## src/rtl/layer4_result_mem_ctrl_pkg.sv

```systemverilog
// rtl/layer4_result_mem_ctrl_pkg.sv - shared types and geometry for the layer-4 result memory controller
// Purpose: FSM state type and feature-map / kernel geometry shared by the controller files.
package layer4_ctrl_pkg;

  typedef enum logic [1:0] {
    IDLE = 2'd0,
    RUN  = 2'd1,
    DONE = 2'd2
  } state_e;

  localparam int MAP_W = 12;
  localparam int MAP_H = 12;
  localparam int K     = 3;
  localparam int TAPS  = K * K;

endpackage

```

## src/rtl/layer4_result_mem_ctrl_if.sv

```systemverilog
// rtl/layer4_result_mem_ctrl_if.sv - write/read bus between controller, result SRAM and layer 5
// Purpose: groups the write-side and read-side handshake and address signals.
// Ports (master = controller side):
//   in : wr_valid, rd_ready
//   out: save_enable, save_row_addr, save_col_addr, layer4_result_read_signal,
//        read_row_addr, read_col_addr, tap_valid, tap_idx, window_last
interface layer4_result_mem_ctrl_if #(
  parameter int ADDR_W = 16
);
  logic              wr_valid;
  logic              save_enable;
  logic [ADDR_W-1:0] save_row_addr;
  logic [ADDR_W-1:0] save_col_addr;
  logic              rd_ready;
  logic              layer4_result_read_signal;
  logic [ADDR_W-1:0] read_row_addr;
  logic [ADDR_W-1:0] read_col_addr;
  logic              tap_valid;
  logic [3:0]        tap_idx;
  logic              window_last;

  modport master (
    input  wr_valid, rd_ready,
    output save_enable, save_row_addr, save_col_addr, layer4_result_read_signal,
           read_row_addr, read_col_addr, tap_valid, tap_idx, window_last
  );

  modport slave (
    output wr_valid, rd_ready,
    input  save_enable, save_row_addr, save_col_addr, layer4_result_read_signal,
           read_row_addr, read_col_addr, tap_valid, tap_idx, window_last
  );
endinterface

```

## src/rtl/layer4_window_addr_gen.sv

```systemverilog
// rtl/layer4_window_addr_gen.sv - 3x3 sliding-window tap counters for the layer-5 read side
// Purpose: walks kx (fastest), ky, ocol, orow over every window of the map.
// Ports:
//   in : clk, rst (async active-low), clear (restart at tap 0), advance (tap issued)
//   out: orow, ocol, ky, kx, window_last (ky=kx=K-1), frame_last (final tap of frame)
module layer4_window_addr_gen #(
  parameter int MAP_W = layer4_ctrl_pkg::MAP_W,
  parameter int MAP_H = layer4_ctrl_pkg::MAP_H,
  parameter int K     = layer4_ctrl_pkg::K,
  localparam int OR_W = $clog2(MAP_H - K + 1),
  localparam int OC_W = $clog2(MAP_W - K + 1),
  localparam int KW   = $clog2(K)
) (
  input  logic            clk,
  input  logic            rst,
  input  logic            clear,
  input  logic            advance,
  output logic [OR_W-1:0] orow,
  output logic [OC_W-1:0] ocol,
  output logic [KW-1:0]   ky,
  output logic [KW-1:0]   kx,
  output logic            window_last,
  output logic            frame_last
);
  logic [OR_W-1:0] orow_q, orow_d;
  logic [OC_W-1:0] ocol_q, ocol_d;
  logic [KW-1:0]   ky_q, ky_d, kx_q, kx_d;
  logic            kx_end, ky_end, ocol_end, orow_end;

  assign kx_end   = (kx_q == KW'(K - 1));
  assign ky_end   = (ky_q == KW'(K - 1));
  assign ocol_end = (ocol_q == OC_W'(MAP_W - K));
  assign orow_end = (orow_q == OR_W'(MAP_H - K));

  always_comb begin
    orow_d = orow_q;
    ocol_d = ocol_q;
    ky_d   = ky_q;
    kx_d   = kx_q;
    if (clear) begin
      orow_d = '0;
      ocol_d = '0;
      ky_d   = '0;
      kx_d   = '0;
    end else if (advance) begin
      // Odometer carry chain: kx -> ky -> ocol -> orow; wraps to tap 0 after the last window.
      if (!kx_end) begin
        kx_d = kx_q + 1'b1;
      end else begin
        kx_d = '0;
        if (!ky_end) begin
          ky_d = ky_q + 1'b1;
        end else begin
          ky_d = '0;
          if (!ocol_end) begin
            ocol_d = ocol_q + 1'b1;
          end else begin
            ocol_d = '0;
            orow_d = orow_end ? '0 : orow_q + 1'b1;
          end
        end
      end
    end
  end

  always_ff @(posedge clk or negedge rst) begin
    if (!rst) begin
      orow_q <= '0;
      ocol_q <= '0;
      ky_q   <= '0;
      kx_q   <= '0;
    end else begin
      orow_q <= orow_d;
      ocol_q <= ocol_d;
      ky_q   <= ky_d;
      kx_q   <= kx_d;
    end
  end

  assign orow        = orow_q;
  assign ocol        = ocol_q;
  assign ky          = ky_q;
  assign kx          = kx_q;
  assign window_last = kx_end & ky_end;
  assign frame_last  = kx_end & ky_end & ocol_end & orow_end;
endmodule

```

## src/rtl/layer4_result_mem_ctrl.sv

```systemverilog
// rtl/layer4_result_mem_ctrl.sv - layer-4 result SRAM sequencer (write stream in, 3x3 tap reads out)
// Purpose: frame FSM, write-side row/col counters and row-completion gating of window reads.
// Ports:
//   in : clk, rst (async active-low), start (frame pulse, honoured in IDLE)
//   bus: layer4_result_mem_ctrl_if.master (write strobe/addresses, read strobe/addresses, tap info)
//   out: frame_done (one cycle in DONE), busy (not IDLE), wr_overflow (sticky write-after-full)
module layer4_result_mem_ctrl #(
  parameter int MAP_W  = layer4_ctrl_pkg::MAP_W,
  parameter int MAP_H  = layer4_ctrl_pkg::MAP_H,
  parameter int K      = layer4_ctrl_pkg::K,
  parameter int ADDR_W = 16
) (
  input  logic                      clk,
  input  logic                      rst,
  input  logic                      start,
  layer4_result_mem_ctrl_if.master  bus,
  output logic                      frame_done,
  output logic                      busy,
  output logic                      wr_overflow
);
  import layer4_ctrl_pkg::*;

  localparam int RW   = $clog2(MAP_H);
  localparam int CW   = $clog2(MAP_W);
  localparam int RDW  = $clog2(MAP_H + 1);
  localparam int NW   = RDW + 1;
  localparam int OR_W = $clog2(MAP_H - K + 1);
  localparam int OC_W = $clog2(MAP_W - K + 1);
  localparam int KW   = $clog2(K);

  state_e            state_q, state_d;
  logic [RW-1:0]     wr_row_q, wr_row_d;
  logic [CW-1:0]     wr_col_q, wr_col_d;
  logic [RDW-1:0]    rows_done_q, rows_done_d;
  logic              wr_full_q, wr_full_d;
  logic              wr_overflow_q, wr_overflow_d;
  logic [ADDR_W-1:0] rd_row_q, rd_row_d, rd_col_q, rd_col_d;

  logic              save_en, issue, clear, readable, win_last, frame_last;
  logic [OR_W-1:0]   orow;
  logic [OC_W-1:0]   ocol;
  logic [KW-1:0]     ky, kx;
  logic [NW-1:0]     need_rows;
  logic [ADDR_W-1:0] cur_row, cur_col;

  layer4_window_addr_gen #(.MAP_W(MAP_W), .MAP_H(MAP_H), .K(K)) u_win (
    .clk        (clk),
    .rst        (rst),
    .clear      (clear),
    .advance    (issue),
    .orow       (orow),
    .ocol       (ocol),
    .ky         (ky),
    .kx         (kx),
    .window_last(win_last),
    .frame_last (frame_last)
  );

  // A window may be read once all K of its rows are completely written, so reads
  // never touch the row currently being filled.
  assign need_rows = NW'(orow) + NW'(K);
  assign readable  = (NW'(rows_done_q) >= need_rows);
  assign cur_row   = ADDR_W'(orow) + ADDR_W'(ky);
  assign cur_col   = ADDR_W'(ocol) + ADDR_W'(kx);
  assign clear     = (state_q == IDLE) & start;

  always_comb begin
    state_d       = state_q;
    wr_row_d      = wr_row_q;
    wr_col_d      = wr_col_q;
    rows_done_d   = rows_done_q;
    wr_full_d     = wr_full_q;
    wr_overflow_d = wr_overflow_q;
    rd_row_d      = rd_row_q;
    rd_col_d      = rd_col_q;
    save_en       = 1'b0;
    issue         = 1'b0;
    case (state_q)
      IDLE: begin
        if (start) begin
          state_d       = RUN;
          wr_row_d      = '0;
          wr_col_d      = '0;
          rows_done_d   = '0;
          wr_full_d     = 1'b0;
          wr_overflow_d = 1'b0;
        end
      end
      RUN: begin
        save_en = bus.wr_valid & ~wr_full_q;
        issue   = bus.rd_ready & readable;
        if (bus.wr_valid & wr_full_q) wr_overflow_d = 1'b1;
        if (save_en) begin
          if (wr_col_q == CW'(MAP_W - 1)) begin
            wr_col_d    = '0;
            rows_done_d = rows_done_q + 1'b1;
            if (wr_row_q == RW'(MAP_H - 1)) begin
              wr_row_d  = '0;
              wr_full_d = 1'b1;
            end else begin
              wr_row_d = wr_row_q + 1'b1;
            end
          end else begin
            wr_col_d = wr_col_q + 1'b1;
          end
        end
        if (issue & frame_last) state_d = DONE;
      end
      DONE:    state_d = IDLE;
      default: state_d = IDLE;
    endcase
    // Remember the issued address so the outputs hold it while no tap is issued.
    if (issue) begin
      rd_row_d = cur_row;
      rd_col_d = cur_col;
    end
  end

  always_ff @(posedge clk or negedge rst) begin
    if (!rst) begin
      state_q       <= IDLE;
      wr_row_q      <= '0;
      wr_col_q      <= '0;
      rows_done_q   <= '0;
      wr_full_q     <= 1'b0;
      wr_overflow_q <= 1'b0;
      rd_row_q      <= '0;
      rd_col_q      <= '0;
    end else begin
      state_q       <= state_d;
      wr_row_q      <= wr_row_d;
      wr_col_q      <= wr_col_d;
      rows_done_q   <= rows_done_d;
      wr_full_q     <= wr_full_d;
      wr_overflow_q <= wr_overflow_d;
      rd_row_q      <= rd_row_d;
      rd_col_q      <= rd_col_d;
    end
  end

  assign bus.save_enable               = save_en;
  assign bus.save_row_addr             = ADDR_W'(wr_row_q);
  assign bus.save_col_addr             = ADDR_W'(wr_col_q);
  assign bus.layer4_result_read_signal = issue;
  assign bus.tap_valid                 = issue;
  assign bus.read_row_addr             = issue ? cur_row : rd_row_q;
  assign bus.read_col_addr             = issue ? cur_col : rd_col_q;
  assign bus.tap_idx                   = 4'(ky) * 4'(K) + 4'(kx);
  assign bus.window_last               = issue & win_last;
  assign frame_done                    = (state_q == DONE);
  assign busy                          = (state_q != IDLE);
  assign wr_overflow                   = wr_overflow_q;
endmodule

```

## src/flat_wrapper.sv

```systemverilog
// flat-port wrapper written by rule: the top's interface ports become plain ports
module layer4_result_mem_ctrl_flat import layer4_ctrl_pkg::*;
#(
  parameter int MAP_W  = layer4_ctrl_pkg::MAP_W,
  parameter int MAP_H  = layer4_ctrl_pkg::MAP_H,
  parameter int K      = layer4_ctrl_pkg::K,
  parameter int ADDR_W = 16
)
  (clk, rst, start, frame_done, busy, wr_overflow, bus_wr_valid, bus_rd_ready, bus_save_enable, bus_save_row_addr, bus_save_col_addr, bus_layer4_result_read_signal, bus_read_row_addr, bus_read_col_addr, bus_tap_valid, bus_tap_idx, bus_window_last);
  layer4_result_mem_ctrl_if #(.ADDR_W(ADDR_W)) bus_i ();
  input  logic clk;
  input  logic rst;
  input  logic start;
  output logic frame_done;
  output logic busy;
  output logic wr_overflow;
  input wire logic [$bits(bus_i.wr_valid)-1:0] bus_wr_valid;
  input wire logic [$bits(bus_i.rd_ready)-1:0] bus_rd_ready;
  output wire logic [$bits(bus_i.save_enable)-1:0] bus_save_enable;
  output wire logic [$bits(bus_i.save_row_addr)-1:0] bus_save_row_addr;
  output wire logic [$bits(bus_i.save_col_addr)-1:0] bus_save_col_addr;
  output wire logic [$bits(bus_i.layer4_result_read_signal)-1:0] bus_layer4_result_read_signal;
  output wire logic [$bits(bus_i.read_row_addr)-1:0] bus_read_row_addr;
  output wire logic [$bits(bus_i.read_col_addr)-1:0] bus_read_col_addr;
  output wire logic [$bits(bus_i.tap_valid)-1:0] bus_tap_valid;
  output wire logic [$bits(bus_i.tap_idx)-1:0] bus_tap_idx;
  output wire logic [$bits(bus_i.window_last)-1:0] bus_window_last;
  assign bus_i.wr_valid = bus_wr_valid;
  assign bus_i.rd_ready = bus_rd_ready;
  assign bus_save_enable = bus_i.save_enable;
  assign bus_save_row_addr = bus_i.save_row_addr;
  assign bus_save_col_addr = bus_i.save_col_addr;
  assign bus_layer4_result_read_signal = bus_i.layer4_result_read_signal;
  assign bus_read_row_addr = bus_i.read_row_addr;
  assign bus_read_col_addr = bus_i.read_col_addr;
  assign bus_tap_valid = bus_i.tap_valid;
  assign bus_tap_idx = bus_i.tap_idx;
  assign bus_window_last = bus_i.window_last;
  layer4_result_mem_ctrl #(.MAP_W(MAP_W), .MAP_H(MAP_H), .K(K), .ADDR_W(ADDR_W)) u_core (.clk(clk), .rst(rst), .start(start), .bus(bus_i), .frame_done(frame_done), .busy(busy), .wr_overflow(wr_overflow));
endmodule
```

## config.mk

```make
export PLATFORM = sky130hd
export DESIGN_NAME = layer4_result_mem_ctrl_flat
export DESIGN_NICKNAME = d
export VERILOG_FILES = /design/src/rtl/layer4_result_mem_ctrl_pkg.sv /design/src/rtl/layer4_result_mem_ctrl_if.sv /design/src/rtl/layer4_window_addr_gen.sv /design/src/rtl/layer4_result_mem_ctrl.sv /design/src/flat_wrapper.sv
export SDC_FILE = /design/constraint.sdc
export NUM_CORES = 1
export LEC_CHECK = 0
export ABC_CLOCK_PERIOD_IN_PS = 3400
export CAP_MARGIN = 20
export CORE_ASPECT_RATIO = 1.25
export CORE_MARGIN = 2
export CORE_UTILIZATION = 29
export CTS_CLUSTER_SIZE = 24
export DETAILED_ROUTE_END_ITERATION = 10
export SLEW_MARGIN = 20
export SYNTH_ARGS = -nofsm -noshare
export SYNTH_HDL_FRONTEND = slang
export SYNTH_SLANG_ARGS = --single-unit
```

## constraint.sdc

```tcl
create_clock -name clk -period 3.4 [get_ports clk]
set_input_delay 0.51 -clock clk [delete_from_list [all_inputs] [get_ports clk]]
set_output_delay 0.51 -clock clk [all_outputs]
set_load 0.02 [all_outputs]
```

==> out/qor.log <==
qor: layout.final_cell_area 0.004240 mm²
qor: drt.dr_total_vias 2412
qor: drt.detail_route.iter0.violations 139
qor: layout.final_core_util 0.3685
qor: power.p_seq_frac 0.313
qor: min_path.hp-class in -> async
qor: critical_path.rr_endpoint u_core.u_win.ky[1]
qor: clock_tree.cts_htree_levels 3
qor: critical_path.number_of_cell_instances_on_the_worst_register_to_register_path 9
qor: sta.setup_viol 0
qor: drt.detail-route-antenna-nets 0
qor: die.die_w 100.8 µm
qor: power.vdd_ir_drop_max 0.0003482 V
qor: sta.report.final.slew_viol_count 0
qor: power.power.density 747.7 mW/mm²
qor: synth.synth_async_sr_flop_share 1.000
qor: placement.portbufs 55
qor: synth.synth_compound_area_frac 0.09587
qor: clock_tree.clock_tree.root_cell clkbuf_16
qor: clock_tree.cts_tree yes
qor: sta.finalCriticalPeriod 3.249 ns
qor: clock_tree.latest_clock_arrival_within_the_worst_skew_pair 0.33 ns
qor: synth.yosysUniqueCellTypes 54
qor: global_routing.grt_pass1_vias 2512
qor: sta.max_slew_margin 0.5308
qor: power.share_of_power_burned_in_combinational_logic 0.392
qor: die.die_height 124.9 µm
qor: critical_path.worst-r2r-setup-slack 0.66 ns
qor: power.intPower 2.032 mW
qor: sta.period_share 0.9555
qor: layout.layout.cells.non_filler 526
qor: synth.syn-mean-instance-area 10.70 µm²
qor: sta.max_clock_freq 307.8 MHz
qor: sta.clock_skew 0.007415 ns
qor: synth.yosys_most_used_dff dfrtp_1
qor: layout.final_nets 413
qor: power.p_sw_frac 0.3589
qor: clock_tree.cts_num_sinks 60
qor: job.cap_viol_max_count 0
qor: global_routing.grt_first_pass_wirelength 12310 µm
qor: placement.dpl.hpwl 5348 µm
qor: synth.yosys_register_bits 60
qor: die.placementRows 44
qor: critical_path.crit_fanout 5
qor: outcome.outcome complete, no violations
qor: drt.detail_route.vias_per_cell 4.586
qor: sta.setup-tns-final 0 ns
qor: die.floorplan.initialDensity 0.2949
qor: sta.post_route_hold_slack 0.1932 ns
qor: placement.place_inst 508
qor: power.switching_power_total 1.138 mW
qor: critical_path.critical_path_arrival 2.74 ns
qor: critical_path.reg2reg_from u_core.u_win.orow[0]
qor: clock_tree.cts-buffers-inserted 9
qor: die.io_pins 80
qor: power.total_leakage_power 2.120 nW
qor: synth.syn_inst 317
qor: placement.gp_congestion 0.8095
qor: synth.ys_seq_area_frac 0.4425
qor: synth.synth_area 0.003393 mm²
qor: die.placeableCoreArea 0.01151 mm²
qor: synth.yosys_warnings 0
qor: critical_path.worstSetupEndpoint bus_read_row_addr[15]
qor: clock_tree.clkTransAtPathRegs 0.05 ns
qor: critical_path.worst_ep_required_time 2.89 ns
qor: die.design.die.area 0.01259 mm²
qor: power.p_clk_frac 0.295
qor: layout.synthToLayoutAreaGrowth 24.96%
qor: synth.synthSimpleGateAreaFrac 0.1803
qor: drt.drc_errors 0
qor: synth.combinational_family_with_the_most_area_after_synthesis simple AND/OR/NAND/NOR gates
qor: placement.placed_area 0.004010 mm²
qor: critical_path.setup.worst_path.start u_core.u_win.orow[0]
qor: layout.layout_common_cells dfrtp_1 (60), clkbuf_2 (26), inv_1 (24), conb_1 (24), and2_1 (22)
qor: layout.drive_gt1_frac 0.2113
qor: drt.firstDrtPassIters 4
qor: synth.post_synth_xor_area_fraction 0.01549
qor: layout.antenna_cells 0
qor: global_routing.overflow 0
qor: critical_path.capturing_element_type_of_the_critical_path primary output
qor: synth.post_synth_fa_ha_maj_area_fraction 0.1010
qor: critical_path.crit_type reg -> out
qor: synth.synth-edff-count 0
qor: global_routing.gr-usage-all-layers 0.1248
qor: clock_tree.clock_tree.buffer_depth 2
qor: drt.wl 7371 µm
qor: layout.final_common_cell dfrtp_1
qor: critical_path.startpoint_type register
qor: sta.timing_worst_slew_pin_value 0.6974 ns
qor: synth.synth_mux_area_frac 0.05420
qor: sta.hold_viol_final 0
qor: sta.rsz0062_at_grt false
qor: global_routing.antenna_found_initial 0
qor: global_routing.pin_count_of_the_biggest_net_entering_global_routing 36
qor: drt.wl_per_cell 14.01 µm
==> power by group through the flow <==
stage / clock [mW] / combinational [mW] / sequential, mW
2_1_floorplan: 0 / 0.784 / 1.02
3_3_place_gp: 0 / 1.25 / 1.00
3_5_place_dp: 0 / 1.28 / 1.00
4_1_cts: 0.971 / 1.26 / 0.993
5_1_grt: 1.00 / 1.38 / 1.02
6_report: 0.936 / 1.24 / 0.992
==> logic make-up after synthesis <==
kind of cell | after synthesis
XOR/XNOR | 6
adder cells (fa/ha/maj) | 25
multiplexers | 17
flip-flops | 60
other | 1
AND/OR/NAND/NOR | 102
AO/OA/AOI/OAI | 44
buffers and inverters | 62
==> worst min-delay path by stage <==
| stage | slack (ns) | endpoint | cells past startpoint |
|---|---|---|---|
| 4_1_cts | 0.20 | u_core.state_q[1] | 1 |
| 2_1_floorplan | 0.21 | u_core.rd_col_q[0] | 0 |
| 3_5_place_dp | 0.47 | u_core.rd_col_q[13] | 1 |
| 3_3_place_gp | 0.47 | u_core.rd_col_q[8] | 1 |
| 6_report | 0.19 | u_core.wr_col_q[0] | 1 |
| 5_1_grt | 0.23 | u_core.wr_col_q[3] | 1 |
==> metal layers <==
metal | share of wire | GRT usage | up-vias | routed length (µm)
li1 | - | - | 1169 | -
met1 | 0.43 | 0.1543 | 1175 | 3181
met2 | 0.51 | 0.2063 | 55 | 3744
met3 | 0.037 | 0.02459 | 13 | 276
met4 | 0.023 | 0.05963 | 0 | 169
met5 | 0 | 0 | - | 0
==> worst max-delay path, cell delays in order, from the launching register on <==
cell	delay, ns
dfrtp_1	0.38
inv_1	0.09
ha_1	0.22
xor2_1	0.14
ha_1	0.30
o21a_1	0.21
o221a_2	0.30
nand3_4	0.15
buf_4	0.15
and2_1	0.15
clkdlybuf4s15_1	0.31
==> cell usage after synthesis (2+ instances only) <==
cell type,number,area (µm²)
xor2_1,2,17.52
nor3_1,7,35.03
buf_6,5,56.30
and2_1,22,137.6
o21a_1,2,15.01
dfrtp_1,60,1501
or2_2,2,12.51
buf_4,27,202.7
nor3b_1,2,15.01
nor4_1,4,25.02
mux2_2,11,123.9
nand2b_1,3,18.77
nand3b_1,6,45.04
nand4_1,5,31.28
ha_1,21,262.8
nor2_1,9,33.78
nor2b_1,3,18.77
a311oi_1,2,17.52
inv_1,24,90.09
nand2_1,17,63.81
xnor2_1,4,35.03
a21oi_1,8,40.04
clkbuf_1,5,18.77
o21ai_0,11,55.05
o31ai_1,4,30.03
and3b_1,2,17.52
mux2i_1,6,60.06
fa_1,4,80.08
nand3_1,9,45.04
a21o_1,6,45.04
==> state kept, by name, summed over array words and instances (netlist names) <==
signal,cells
u_core.u_win.orow,4
u_core.u_win.ky,2
u_core.rd_col_q,16
u_core.u_win.ocol,4
u_core.rows_done_q,4
u_core.u_win.kx,2
u_core.wr_col_q,4
u_core.wr_row_q,4
u_core.wr_full_q,1
u_core.wr_overflow,1
u_core.state_q,2
u_core.rd_row_q,16
==> through the flow <==
stage / power, mW / setup WS (ns)
floorplan: 1.808 / 0.5106
global placement: 2.254 / 0.05221
detailed placement: 2.279 / -0.01358
CTS: 3.225 / -0.004491
global route: 3.403 / 0.005253
finish: 3.170 / 0.1512
==> what timing repair did <==
| item | in CTS | in global routing |
|---|---|---|
| gates resized for setup | 39 | 61 |
| setup buffers | 1 | 1 |
| pin swaps | 0 | 0 |
| hold endpoints to repair | 0 | 0 |
| hold buffers | 0 | 0 |
| endpoints found under the setup margin | 34 | 30 |
==> cell type report <==
type,instances,area (µm²)
sequential,60,1501
timing repair buffer,69,539.3
fill,1137,7266
tap,138,172.7
clock buffer,13,270.3
inverter,25,106.4
clock inverter,3,43.79
multi-input combinational,218,1607
Note: power is estimated with default switching activity, not from simulation.
